[src/rtl/imm_extend_pipe_if.sv]
// Decode-to-execute immediate bus: input handshake, output handshake and delivery counter.
interface imm_extend_pipe_if #(
    parameter int IN_W  = 16,
    parameter int OUT_W = 32,
    parameter int TAG_W = 5
);
    logic             in_valid;
    logic             in_ready;
    logic [IN_W-1:0]  in_imm;
    logic [1:0]       in_mode;
    logic [TAG_W-1:0] in_tag;
    logic             out_valid;
    logic             out_ready;
    logic [OUT_W-1:0] out_data;
    logic [TAG_W-1:0] out_tag;
    logic [15:0]      out_count;

    modport slave (
        input  in_valid, in_imm, in_mode, in_tag, out_ready,
        output in_ready, out_valid, out_data, out_tag, out_count
    );

    modport master (
        output in_valid, in_imm, in_mode, in_tag, out_ready,
        input  in_ready, out_valid, out_data, out_tag, out_count
    );
endinterface

[src/rtl/imm_extend_pipe.sv]
// Single-cycle immediate extender (SEXT/ZEXT/UPPER/BOFS) with a main register backed by
// a one-word skid register, so in_ready depends only on local state.
module imm_extend_pipe #(
    parameter int IN_W  = 16,
    parameter int OUT_W = 32,
    parameter int TAG_W = 5
) (
    input logic              clk,
    input logic              rst_n,
    imm_extend_pipe_if.slave bus
);
    localparam int PAD = OUT_W - IN_W;
    localparam logic [1:0] M_SEXT  = 2'b00;
    localparam logic [1:0] M_ZEXT  = 2'b01;
    localparam logic [1:0] M_UPPER = 2'b10;
    localparam logic [1:0] M_BOFS  = 2'b11;

    typedef struct packed {
        logic [OUT_W-1:0] data;
        logic [TAG_W-1:0] tag;
    } word_t;

    word_t       main_q, skid_q, nxt;
    logic        main_vld, skid_vld;
    logic [15:0] count;
    logic [OUT_W-1:0] sext;
    logic        accept, drain;

    always_comb begin
        sext     = {{PAD{bus.in_imm[IN_W-1]}}, bus.in_imm};
        nxt.tag  = bus.in_tag;
        nxt.data = '0;
        case (bus.in_mode)
            M_SEXT:  nxt.data = sext;
            M_ZEXT:  nxt.data = {{PAD{1'b0}}, bus.in_imm};
            M_UPPER: nxt.data = {bus.in_imm, {PAD{1'b0}}};
            M_BOFS:  nxt.data = {sext[OUT_W-3:0], 2'b00};
            default: nxt.data = '0;
        endcase
    end

    // Skid full is the only condition that blocks upstream.
    assign accept = bus.in_valid & ~skid_vld;
    assign drain  = main_vld & bus.out_ready;

    always_ff @(posedge clk or negedge rst_n) begin
        if (!rst_n) begin
            main_q   <= '0;
            skid_q   <= '0;
            main_vld <= 1'b0;
            skid_vld <= 1'b0;
            count    <= '0;
        end else begin
            if (drain) begin
                count <= count + 16'd1;
                if (skid_vld) begin
                    main_q   <= skid_q;
                    skid_vld <= 1'b0;
                end else if (accept) begin
                    main_q <= nxt;
                end else begin
                    main_vld <= 1'b0;
                end
            end else if (accept) begin
                if (main_vld) begin
                    skid_q   <= nxt;
                    skid_vld <= 1'b1;
                end else begin
                    main_q   <= nxt;
                    main_vld <= 1'b1;
                end
            end
        end
    end

    assign bus.in_ready  = ~skid_vld;
    assign bus.out_valid = main_vld;
    assign bus.out_data  = main_q.data;
    assign bus.out_tag   = main_q.tag;
    assign bus.out_count = count;
endmodule
[src/flat_wrapper.sv]
// flat-port wrapper written by rule: the top's interface ports become plain ports
module imm_extend_pipe_flat 
#(
    parameter int IN_W  = 16,
    parameter int OUT_W = 32,
    parameter int TAG_W = 5
)
  (clk, rst_n, bus_in_valid, bus_in_imm, bus_in_mode, bus_in_tag, bus_out_ready, bus_in_ready, bus_out_valid, bus_out_data, bus_out_tag, bus_out_count);
  imm_extend_pipe_if #(.IN_W(IN_W), .OUT_W(OUT_W), .TAG_W(TAG_W)) bus_i ();
  input logic clk;
  input logic rst_n;
  input wire logic [$bits(bus_i.in_valid)-1:0] bus_in_valid;
  input wire logic [$bits(bus_i.in_imm)-1:0] bus_in_imm;
  input wire logic [$bits(bus_i.in_mode)-1:0] bus_in_mode;
  input wire logic [$bits(bus_i.in_tag)-1:0] bus_in_tag;
  input wire logic [$bits(bus_i.out_ready)-1:0] bus_out_ready;
  output wire logic [$bits(bus_i.in_ready)-1:0] bus_in_ready;
  output wire logic [$bits(bus_i.out_valid)-1:0] bus_out_valid;
  output wire logic [$bits(bus_i.out_data)-1:0] bus_out_data;
  output wire logic [$bits(bus_i.out_tag)-1:0] bus_out_tag;
  output wire logic [$bits(bus_i.out_count)-1:0] bus_out_count;
  assign bus_i.in_valid = bus_in_valid;
  assign bus_i.in_imm = bus_in_imm;
  assign bus_i.in_mode = bus_in_mode;
  assign bus_i.in_tag = bus_in_tag;
  assign bus_i.out_ready = bus_out_ready;
  assign bus_in_ready = bus_i.in_ready;
  assign bus_out_valid = bus_i.out_valid;
  assign bus_out_data = bus_i.out_data;
  assign bus_out_tag = bus_i.out_tag;
  assign bus_out_count = bus_i.out_count;
  imm_extend_pipe #(.IN_W(IN_W), .OUT_W(OUT_W), .TAG_W(TAG_W)) u_core (.clk(clk), .rst_n(rst_n), .bus(bus_i));
endmodule
[config.mk]
export PLATFORM = sky130hd
export DESIGN_NAME = imm_extend_pipe_flat
export DESIGN_NICKNAME = d
export VERILOG_FILES = /design/src/rtl/imm_extend_pipe_if.sv /design/src/rtl/imm_extend_pipe.sv /design/src/flat_wrapper.sv
export SDC_FILE = /design/constraint.sdc
export NUM_CORES = 1
export LEC_CHECK = 0
export ABC_AREA = 1
export ABC_CLOCK_PERIOD_IN_PS = 3100
export BUFFER_PORTS_ARGS = -buffer_cell sky130_fd_sc_hd__buf_4
export CAP_MARGIN = 10
export CORE_AREA = 2 2 135 137
export CTS_CLUSTER_DIAMETER = 200
export CTS_CLUSTER_SIZE = 16
export DETAILED_ROUTE_END_ITERATION = 10
export DIE_AREA = 0 0 137 139
export HOLD_SLACK_MARGIN = 0.05
export PLACE_DENSITY_LB_ADDON = 0.3
export SETUP_SLACK_MARGIN = 0.02
export SYNTH_ARGS = -nofsm -noshare
export SYNTH_HDL_FRONTEND = slang
export SYNTH_SLANG_ARGS = --single-unit
[constraint.sdc]
create_clock -name clk -period 3.1 [get_ports clk]
set_input_delay 0.31 -clock clk [delete_from_list [all_inputs] [get_ports clk]]
set_output_delay 0.31 -clock clk [all_outputs]
set_load 0.005 [all_outputs]
## After elaboration in Yosys (flattened, before gate mapping)

Index checks and enable logic that the tools add are counted.

- Register bits after elaboration: 92
- Output and inout bits: 55

- Reductions and logical operators: 8
- Multiplexer cells: 13
- Bitwise operators: 4
- Equality and inequality tests: 6
- Add/subtract/negate cells: 1

Operator list:

| operator | number |
|---|---|
| 2-to-1 mux 37 bit | 5 |
| case mux 32 bit (4 select lines) | 1 |
| adder 16 x 1 -> 16 bit, second input constant | 1 |
| AND reduction 3 bit | 3 |
| 2-to-1 mux 1 bit | 7 |
| != test 2 bit, second input constant | 3 |
| nonzero test 2 bit | 3 |
| == test 2 bit, second input constant | 2 |
| AND 1 bit | 2 |
| == test 2 x 1 -> 1 bit, second input constant | 1 |
| zero test 2 bit | 1 |
| NOT 1 bit | 2 |
| AND reduction 2 bit | 1 |

## Longest topological paths before layout

Gate-level depths: netlist of run 1.

- Depth after elaboration: 5
- Depth in mapped cells: 9

## Least setup slack after synthesis of run 1

No wires, ideal clock.

- Path kind: register to register
- Start: register u_core.count[0] (netlist: u_core.bus.out_count[0])
- End: register u_core.count[10] (netlist: u_core.bus.out_count[10])
- Library setup time: 113 ps
- Data arrival time: 1,211 ps
- Path slack: 1,777 ps
- Cell stages (with the launch flop): 9
- Cell sequence: dfrtp_1 -> ha_1 -> nand3_1 -> nor2_1 -> nand2_1 -> nor2_1 -> nand2_1 -> nand2_1 -> inv_1

- Cells in the longest elaborated chain, start to end: 1

RTL lines:

| what | RTL line | source |
|---|---|---|
| from (decl) | imm_extend_pipe.sv:25 | `logic [15:0] count;` |
| from (signal assigned) | imm_extend_pipe.sv:55 | `count <= count + 16'd1;` |
| adder 16 x 1 -> 16 bit | imm_extend_pipe.sv:55 |  |

Every way passes these cells.
A chain may end at the register's enable or synchronous reset.

## Worst setup path after layout of run 1

- Start: register u_core.main_vld (netlist: u_core.bus.out_valid)
- End: register u_core.skid_q[26] (netlist bit)

- Cells in the longest elaborated chain, start to end: 3

RTL lines:

| what | RTL line | source |
|---|---|---|
| from (decl) | imm_extend_pipe.sv:24 | `logic main_vld, skid_vld;` |
| from (signal assigned) | imm_extend_pipe.sv:50 | `main_vld <= 1'b0;` |
| from (signal assigned) | imm_extend_pipe.sv:62 | `main_vld <= 1'b0;` |
| from (signal assigned) | imm_extend_pipe.sv:70 | `main_vld <= 1'b1;` |
| AND 1 bit | imm_extend_pipe.sv:44 | `assign drain = main_vld & bus.out_ready;` |
| NOT 1 bit (no source line) | -- |  |
| AND reduction 3 bit (no source line) (*) | -- |  |
| to (signal assigned) | imm_extend_pipe.sv:66 | `skid_q <= nxt;` |
| to (decl) | imm_extend_pipe.sv:23 | `word_t main_q, skid_q, nxt;` |

Mark *: on every way between the ends. The rest lies on a longest branch, timed or not.

==> reports/results.ini, run 1 <==
[synth]
synth_common_cells=nand2_1 (171), dfrtp_1 (92), nor2_1 (79)
syn_inst=548
ys_seq_elements=92
ys_async_sr_fraction_pct=100
avgSynthCellArea_um2=7.90
yosysWarnings=0
synth.most_common_cell=nand2_1
yosysSeqAreaShare_pct=53.2
ys_types=28
synth_edf_count=0
ys_top_cells_by_area=dfrtp_1 (53%), nand2_1 (15%), nor2_1 (6.8%), o21ai_0 (3.9%), inv_1 (3.8%)
synth_top_family_by_area=simple AND/OR/NAND/NOR gates
synth_top_area_share_pct=53.2
synth_compound_area_share_pct=11.1
synthSimpleGateAreaFrac_pct=26.1
synth_largest_area_cell=dfrtp_1
synth_mux_area_share_pct=0
synthAdderAreaFrac_pct=0.289
synth_xor_area_share_pct=1.82
netlist_area_um2=4330
syn_nets=576
synthFlopType=dfrtp_1

[detailed_routing]
drtPass1Iterations=4
drc_errors=0
wl_per_cell_um=13.0
postRouteAntennaNets=0
drt_iter0_drc=194
vias=3643
routed_via_density=4.29
wirelength_mm=11.0

[global_routing]
grt_first_pass_wirelength_mm=18.3
grt_antenna_before_repair=0
met1_usage_pct=18.0
met3_usage_pct=3.18
track_usage_pct=12.2
grt_pass1_vias=3436
top_usage_layer=met1
grt_util_met2_pct=16.9
grt_max_degree=66
grt_remaining_overflow=0

[floorplanning]
initial_core_util_pct=24.5
design.die.area_um2=19000
io_pins=82
core_um2=17700
die_x_um=137
num_rows=49
die_h_um=139

[clocking]
ctsLongestPathBuffers=2
clkTransAtPathRegs_ns=0.07
cts_setup_buffers=0
clk-insertion-delay-late_ns=0.35
htreeDepth=3
cts-buffers-inserted=9
cts_tree=yes
root_buffer=clkbuf_16
hold_buffers=0
ctsResizeCount=0
cts_sinks=92

[sta]
finalSetupTns_ns=0
period_minus_slack_ns=2.05
fmax_mhz=487
fin_skew_ns=0.00789
rsz0062_at_grt=no
worstMarginPinSlew_ns=0.969
slew_headroom_pct=35.4
finalSetupViolCount=0
drv_slew=0
finalHoldViolations=0
period_share_pct=66.3

[finish]
postLayoutCellArea_um2=5480
postLayoutCoreUtil_pct=31.1
drive_above_1_share_pct=18.4
multi_input_area_um2=1700
syn_to_final_growth_pct=26.7
num-nets-final=643
num_antenna_cells=0
regArea_um2=2300
n_fill_cell=1911

[place]
io_buffers=81
postPlaceCellArea_um2=5120
dp_hpwl_mm=7.46
place_congestion=0.770

[worst_setup_path]
critPathTopFamily=buffers and inverters
crit_type=register to register
worst_ep_arrival_time_ns=2.24
critPathLaunchType=register
cp_max_fo=65
reg2reg_setup_slack_ns=1.05
crit_required_ns=3.29
path_buf_inv=2
path_cells=inv_2, nor2_2, nand2_1, inv_2, a31oi_1
critPathSlowestCell=inv_2
cp-end-kind=register
cp_common_cell=inv_2
crit_path_max_incr_delay_ns=0.80

[power_and_ir_drop]
p_leak_nw=2.74
vdd_drop_max_uv=292
powerDensity_nw_per_um2=911

[flow_run]
drv_cap=0

[status]
status=finished clean

[min_path]
holdCritPathClass=input pin to async pin

[path summary, 6_finish.rpt]
| check | startpoint | endpoint | cells after the start |
|---|---|---|---|
| setup / recovery | u_core.bus.out_valid$_DFFE_PN0P_ | u_core.skid_q[26]$_DFFE_PN0P_ | 5 |
| hold reg to reg | u_core.bus.out_data[18]$_DFFE_PN0P_ | u_core.bus.out_data[18]$_DFFE_PN0P_ | 2 |
| setup reg to reg | u_core.bus.out_valid$_DFFE_PN0P_ | u_core.skid_q[26]$_DFFE_PN0P_ | 5 |
| hold / removal | rst_n | u_core.bus.out_count[10]$_DFFE_PN0P_ | 1 |
| min in group clk | bus_in_tag[2] | u_core.skid_q[2]$_DFFE_PN0P_ | 3 |
| max in group asynchronous | rst_n | u_core.bus.out_data[4]$_DFFE_PN0P_ | 2 |
[power breakdown]
part	internal, W	leakage, nW	switching [W]	total (W)
logic	0.000735	1.42	0.000877	0.00161
registers	0.00171	1.13	0.000313	0.00203
clock network	0.000868	0.179	0.000488	0.00136
[per-layer routing]
metal / wire length, um / share of wire (%)
met1: 5670 / 51
met2: 4660 / 42
met3: 521 / 4.7
met4: 187 / 1.7
met5: 0 / 0
[sequential cells by signal, summed over array words and instances, names as in the netlist]
register              flops
u_core.skid_vld           1
u_core.bus.out_valid      1
u_core.skid_q            37
u_core.bus.out_tag        5
u_core.bus.out_count     16
u_core.bus.out_data      32
[final cells by class]
| type | count | area share [%] |
|---|---|---|
| Clock inverter | 7 | 2.53 |
| Inverter | 50 | 3.42 |
| Clock buffer | 9 | 4.11 |
| Timing Repair Buffer | 84 | 11.7 |
| Multi-Input combinational cell | 378 | 31.0 |
| Tap cell | 229 | 5.22 |
| Sequential cell | 92 | 42.0 |
[placed cells by master (no fill, tap or decap), drive strengths merged]
master  Yosys  routed
xnor2       6       6
a31oi      23      23
clkinv      0       3
ha          1       1
dfrtp      92      92
o21bai      1       1
inv        50      50
nand3      20      20
nor3        2       2
a21oi       2       2
o211ai      1       1
o21ai      47      47
nand4       5       5
buf        21      84
bufinv      0       4
nand3b      1       1
nor2       82      82
nand2     173     173
o22ai      11      11
xor2        3       3
clkbuf      7       9
[logic make-up after synthesis]
family	count (synthesis)
xor+xnor	9
compound gates	85
fa+ha+maj	1
buf+inv	78
flops	92
simple gates	283
[per-stage QoR]
step | std cells | hold WS (ns) | setup WS [ns] | total power, W
after floorplan | 548 | 0.0144 | 1.78 | 0.00295
after global placement | 833 | 0.445 | 1.09 | 0.00368
after detailed placement | 833 | 0.442 | 1.02 | 0.00370
after CTS | 849 | 0.0562 | 1.01 | 0.00508
after global routing | 849 | 0.0828 | 0.810 | 0.00541
final | 849 | 0.0222 | 1.05 | 0.00500
No activity file was read; power rests on OpenSTA's default activity.
==> run 2, diff against run 1 <==
ABC_AREA = 0   (was 1)
ABC_CLOCK_PERIOD_IN_PS = 1900   (was 3100)
clock period = 1.9 ns   (was 3.1 ns; I/O delays follow)
==> run 2 against run 1 <==
Clock skew is essentially flat. Critical endpoint is now u_core.bus.out_data[6]$_DFFE_PN0P_. Clock-buffer cell count grew 2. Sequential share of layout area shrank 0.38 points. Die area is the same. Via count shrank 7.4%. Flip-flop and latch count is the same. Register-to-register slack lost 0.75 ns.
==> reports/results.ini, run 2 <==
[worst_setup_path]
crit_type=register to register
worst_ep_arrival_time_ns=1.90
cp-end-kind=register
crit_required_ns=2.19
cp_max_fo=36
critPathLaunchType=register

[global_routing]
track_usage_pct=12.5
grt_antenna_before_repair=0
top_usage_layer=met2
grt_first_pass_wirelength_mm=18.3
met1_usage_pct=16.9
grt_pass1_vias=3411
grt_util_met2_pct=18.6
grt_remaining_overflow=0
met3_usage_pct=3.55
grt_max_degree=44

[status]
status=finished clean

[synth]
synthAdderAreaFrac_pct=0.289
ys_top_cells_by_area=dfrtp_1 (53%), nand2_1 (5.5%), o21ai_0 (4.5%), nor2b_1 (4.0%), a21oi_1 (3.6%)
netlist_area_um2=4330
synth_top_family_by_area=compound AO/OA/AOI/OAI gates
ys_async_sr_fraction_pct=100
synth_common_cells=dfrtp_1 (92), nand2_1 (64), o21ai_0 (39)
syn_inst=436
synth_largest_area_cell=dfrtp_1
ys_types=38
yosysSeqAreaShare_pct=53.2
synth.most_common_cell=dfrtp_1
syn_nets=464
synth_edf_count=0
synth_mux_area_share_pct=2.20
avgSynthCellArea_um2=9.93
synth_compound_area_share_pct=19.0
synth_top_area_share_pct=53.2
synthFlopType=dfrtp_1
ys_seq_elements=92
synth_xor_area_share_pct=3.03
synthSimpleGateAreaFrac_pct=17.5
yosysWarnings=0

[clocking]
clkTransAtPathRegs_ns=0.07
htreeDepth=3
cts-buffers-inserted=9
clk-insertion-delay-late_ns=0.35
ctsResizeCount=0
ctsLongestPathBuffers=2
cts_tree=yes
root_buffer=clkbuf_16
cts_sinks=92

[place]
io_buffers=81
dp_hpwl_mm=8.15
postPlaceCellArea_um2=5150
place_congestion=0.771

[detailed_routing]
drtPass1Iterations=4
wirelength_mm=11.4
routed_via_density=4.51
drc_errors=0
postRouteAntennaNets=0
drt_iter0_drc=172
wl_per_cell_um=15.2
vias=3372

[power_and_ir_drop]
powerDensity_nw_per_um2=777
power.total_w=0.00430
p_leak_nw=2.68
vdd_drop_max_uv=422

[floorplanning]
initial_core_util_pct=24.5
num_rows=49
die_h_um=139
io_pins=82
design.die.area_um2=19000
core_um2=17700
die_x_um=137

[sta]
fmax_mhz=622
period_minus_slack_ns=1.61
period_share_pct=84.6
worstMarginPinSlew_ns=0.471
rsz0062_at_grt=no
finalHoldViolations=0
finalSetupViolCount=0
fin_skew_ns=0.00805
finalSetupTns_ns=0
whs_ns=0.104
drv_slew=0
slew_headroom_pct=68.4

[finish]
final_cell_mix=dfrtp_1 (92), buf_4 (88), nand2_1 (64), o21ai_0 (39), nor2_1 (33)
num-nets-final=542
largest_reg_flops=37
layout_commonest_cell=dfrtp_1
postLayoutCellArea_um2=5530
num_antenna_cells=0
syn_to_final_growth_pct=27.8
drive_above_1_share_pct=24.3
top_register=u_core.skid_q
n_fill_cell=1864

[flow_run]
drv_cap=0

[min_path]
holdCritPathClass=input pin to register

[run 2: changes by cell type in the layout (fill, tap and decap cells not counted), moves of 22 or more]
cell	change
a21oi_1	+31
inv_1	-40
nand2_1	-107
a31oi_1	-22
nor2_1	-46
nor2b_1	+28
[run 2: kinds of logic (layout without fill, tap and decap cells)]
| group | count (synthesis) | in the layout |
|---|---|---|
| xor+xnor | 15 | 15 |
| simple gates | 155 | 155 |
| flops | 92 | 92 |
| buf+inv | 34 | 117 |
| compound gates | 130 | 130 |
| mux | 9 | 9 |
| fa+ha+maj | 1 | 1 |
[run 2: routing by layer]
layer / vias up / routed length (um)
met5: - / 0
met1: 1627 / 5040
li1: 1660 / -
met3: 14 / 631
met2: 71 / 5450
met4: 0 / 230
[run 2: critical path: stages, from the launching register on]
cell      delay, ns
dfrtp_1        0.51
mux2_2         0.26
o21ai_4        0.08
buf_12         0.17
a211oi_1       0.38
a21o_1         0.13
[run 2: final cells by class]
type	count	area, um2	share of cell area, %
tap	229	287	5.18
clock inverter	5	83.8	1.51
multi-input combinational	310	1820	32.9
timing repair buffer	97	781	14.1
inverter	4	15.0	0.271
sequential	92	2300	41.6
clock buffer	11	243	4.39
[run 2: stage by stage]
stage / setup slack (ns) / utilization (%) / instances
after floorplan: 0.460 / - / 436
after global routing: 0.137 / 31.3 / 748
final: 0.293 / 31.3 / 748
after detailed placement: 0.295 / 29.2 / 726
after CTS: 0.291 / 31.3 / 747
after global placement: 0.367 / 29.2 / 726
[run 2: where the power goes]
part / switching (W) / internal, W / total (W) / leakage [nW]
Combinational: 0.000176 / 0.000150 / 0.000327 / 1.27
Clock: 0.000776 / 0.00119 / 0.00197 / 0.152
Sequential: 0.0000157 / 0.00199 / 0.00200 / 1.26
Total: 0.000968 / 0.00333 / 0.00430 / 2.68
[run 2: final timing paths]
path                                                  start                                   to  slack (ns)  depth (start not counted)
setup / recovery           u_core.bus.out_valid$_DFFE_PN0P_   u_core.bus.out_data[6]$_DFFE_PN0P_        0.29                          5
hold / removal                                 bus_in_valid     u_core.bus.out_valid$_DFFE_PN0P_        0.10                          2
setup reg to reg           u_core.bus.out_valid$_DFFE_PN0P_   u_core.bus.out_data[6]$_DFFE_PN0P_        0.29                          5
hold reg to reg                u_core.skid_q[2]$_DFFE_PN0P_         u_core.skid_q[2]$_DFFE_PN0P_        0.48                          2
max in group asynchronous                             rst_n        u_core.skid_q[19]$_DFFE_PN0P_        0.99                          3
min in group asynchronous                             rst_n  u_core.bus.out_count[8]$_DFFE_PN0P_        0.29                          2
[run 2: timing repair]
action                    4_1_cts  5_1_grt
hold buffers                    5        1
buffers inserted                0        0
hold endpoints to repair       28        1
==> run 3, diff against run 2 <==
ABC_CLOCK_PERIOD_IN_PS = 1550   (was 1900)
clock period = 1.55 ns   (was 1.9 ns; I/O delays follow)
==> run 3 against run 2 <==
Worst setup slack got worse by 0.22 ns. Non-clock buffer count increased by 22. Final cell count increased by 2.9%. Combinational power increased by 27%. Highest routed layer unchanged. Clock skew decreased by 0.0013 ns. Sequential share of layout area decreased by 1.6 points. Design area increased by 4.2%. Flip-flop and latch count unchanged. Critical endpoint is now u_core.bus.out_data[11]$_DFFE_PN0P_.
==> reports/results.ini, run 3 (synthesis gave the netlist of run 2 again) <==
[floorplanning]
design.die.area_um2=19000
core_um2=17700
die_x_um=137
die_h_um=139
num_rows=49
io_pins=82
initial_core_util_pct=24.5

[detailed_routing]
drt_iter0_drc=173
drtPass1Iterations=4
wirelength_mm=11.8
wl_met3_um=683
drc_errors=0
vias=3431
wl_met1_mm=5.28
routed_via_density=4.46
wl_per_cell_um=15.3
wl_met2_mm=5.64
postRouteAntennaNets=0
top_layer_used=met4

[sta]
worstMarginPinSlew_ns=0.435
finalHoldViolations=0
period_minus_slack_ns=1.48
finalSetupViolCount=0
drv_slew=0
rsz0062_at_grt=yes
fmax_mhz=678
slew_headroom_pct=71.0
fin_skew_ns=0.00670
period_share_pct=95.2
finalSetupTns_ns=0

[worst_setup_path]
crit_required_ns=1.79
critPathLaunchType=input pin
worst_ep_arrival_time_ns=1.72
cp-end-kind=register
crit_type=input pin to register
cp_max_fo=16

[clocking]
root_buffer=clkbuf_16
cts_sinks=92
ctsLongestPathBuffers=2
clk-insertion-delay-late_ns=0.35
clkTransAtPathRegs_ns=0.06
cts-buffers-inserted=9
htreeDepth=3
cts_tree=yes

[global_routing]
grt_antenna_before_repair=0
grt_pass1_vias=3354
grt_remaining_overflow=0
track_usage_pct=12.7
grt_first_pass_wirelength_mm=18.7
grt_max_degree=44

[finish]
drive_above_1_share_pct=27.0
largest_reg_flops=37
layout_commonest_cell=buf_4
final_cell_mix=buf_4 (100), dfrtp_1 (91), nand2_1 (64), o21ai_0 (39), nor2_1 (33)
n_fill_cell=1834
num_antenna_cells=0
top_register=u_core.skid_q
num-nets-final=564
syn_to_final_growth_pct=33.1

[place]
dp_hpwl_mm=8.36
io_buffers=81
place_congestion=0.777

[power_and_ir_drop]
power.total_w=0.00505
powerDensity_nw_per_um2=875
vdd_drop_max_uv=557
p_leak_nw=2.81

[flow_run]
drv_cap=0

[status]
status=finished clean

[min_path]
holdCritPathClass=input pin to register

run 3: power by group:
part | total, W | internal, W | switching, W
clock | 0.00218 | 0.00125 | 0.000924
combinational | 0.000414 | 0.000196 | 0.000219
sequential | 0.00246 | 0.00244 | 0.0000218
total | 0.00505 | 0.00388 | 0.00116
run 3: path summary, 6_finish.rpt:
| kind | start | to | slack [ns] | depth (start not counted) |
|---|---|---|---|---|
| worst max-delay path | bus_in_valid | u_core.bus.out_data[11]$_DFFE_PN0P_ | 0.07 | 8 |
| worst min-delay path | bus_in_imm[0] | u_core.skid_q[5]$_DFFE_PN0P_ | 0.06 | 3 |
| worst max register to register | u_core.skid_vld$_DFFE_PN0P_ | u_core.bus.out_data[11]$_DFFE_PN0P_ | 0.11 | 6 |
| worst min register to register | u_core.bus.out_count[15]$_DFFE_PN0P_ | u_core.bus.out_count[15]$_DFFE_PN0P_ | 0.47 | 1 |
| max in group asynchronous | rst_n | u_core.bus.out_tag[3]$_DFFE_PN0P_ | 0.70 | 3 |
| min in group asynchronous | rst_n | u_core.bus.out_valid$_DFFE_PN0P_ | 0.28 | 2 |
run 3: final cells by class:
class | count | area (um2) | area share, %
Clock buffer | 12 | 236 | 4.10
Clock inverter | 4 | 48.8 | 0.846
Inverter | 4 | 15.0 | 0.260
Multi-Input combinational cell | 310 | 1830 | 31.7
Sequential cell | 92 | 2300 | 40.0
Tap cell | 229 | 287 | 4.97
Timing Repair Buffer | 119 | 1050 | 18.2
run 3: metal layers:
metal / global-route usage, % / vias to the layer above
met5: 0 / -
met4: 4.23 / 0
met3: 3.87 / 13
met2: 19.5 / 64
met1: 17.1 / 1646
li1: - / 1708
run 3: worst max-delay path, stage by stage:
cell and delay [ns]:
dlygate4sd3_1 0.55, buf_4 0.15, mux2_4 0.28, o21ai_4 0.08
buf_12 0.14, buf_12 0.13, a211oi_1 0.05, a21o_1 0.17
run 3: per-stage QoR:
| stage | cells | utilization, % | worst slack, ns | hold WS, ns | instance area [um2] |
|---|---|---|---|---|---|
| finish | 770 | 32.7 | 0.0748 | 0.0635 | 5770 |
| global route | 770 | 32.7 | 0.0172 | 0.0663 | 5770 |
| CTS | 762 | 32.0 | 0.0362 | 0.0525 | 5650 |
| detailed placement | 737 | 29.9 | 0.0147 | 0.134 | 5280 |
| global placement | 737 | 29.9 | 0.0668 | 0.124 | 5280 |
| floorplan | 436 | - | 0.110 | -0.141 | 4330 |
run 3: repair_timing:
item	CTS	global route
resized for setup	0	5
hold endpoints to repair	33	0
hold buffers	7	0
pin swaps	0	1
gates cloned	0	1
setup endpoints to repair	6	56
setup buffers	2	7
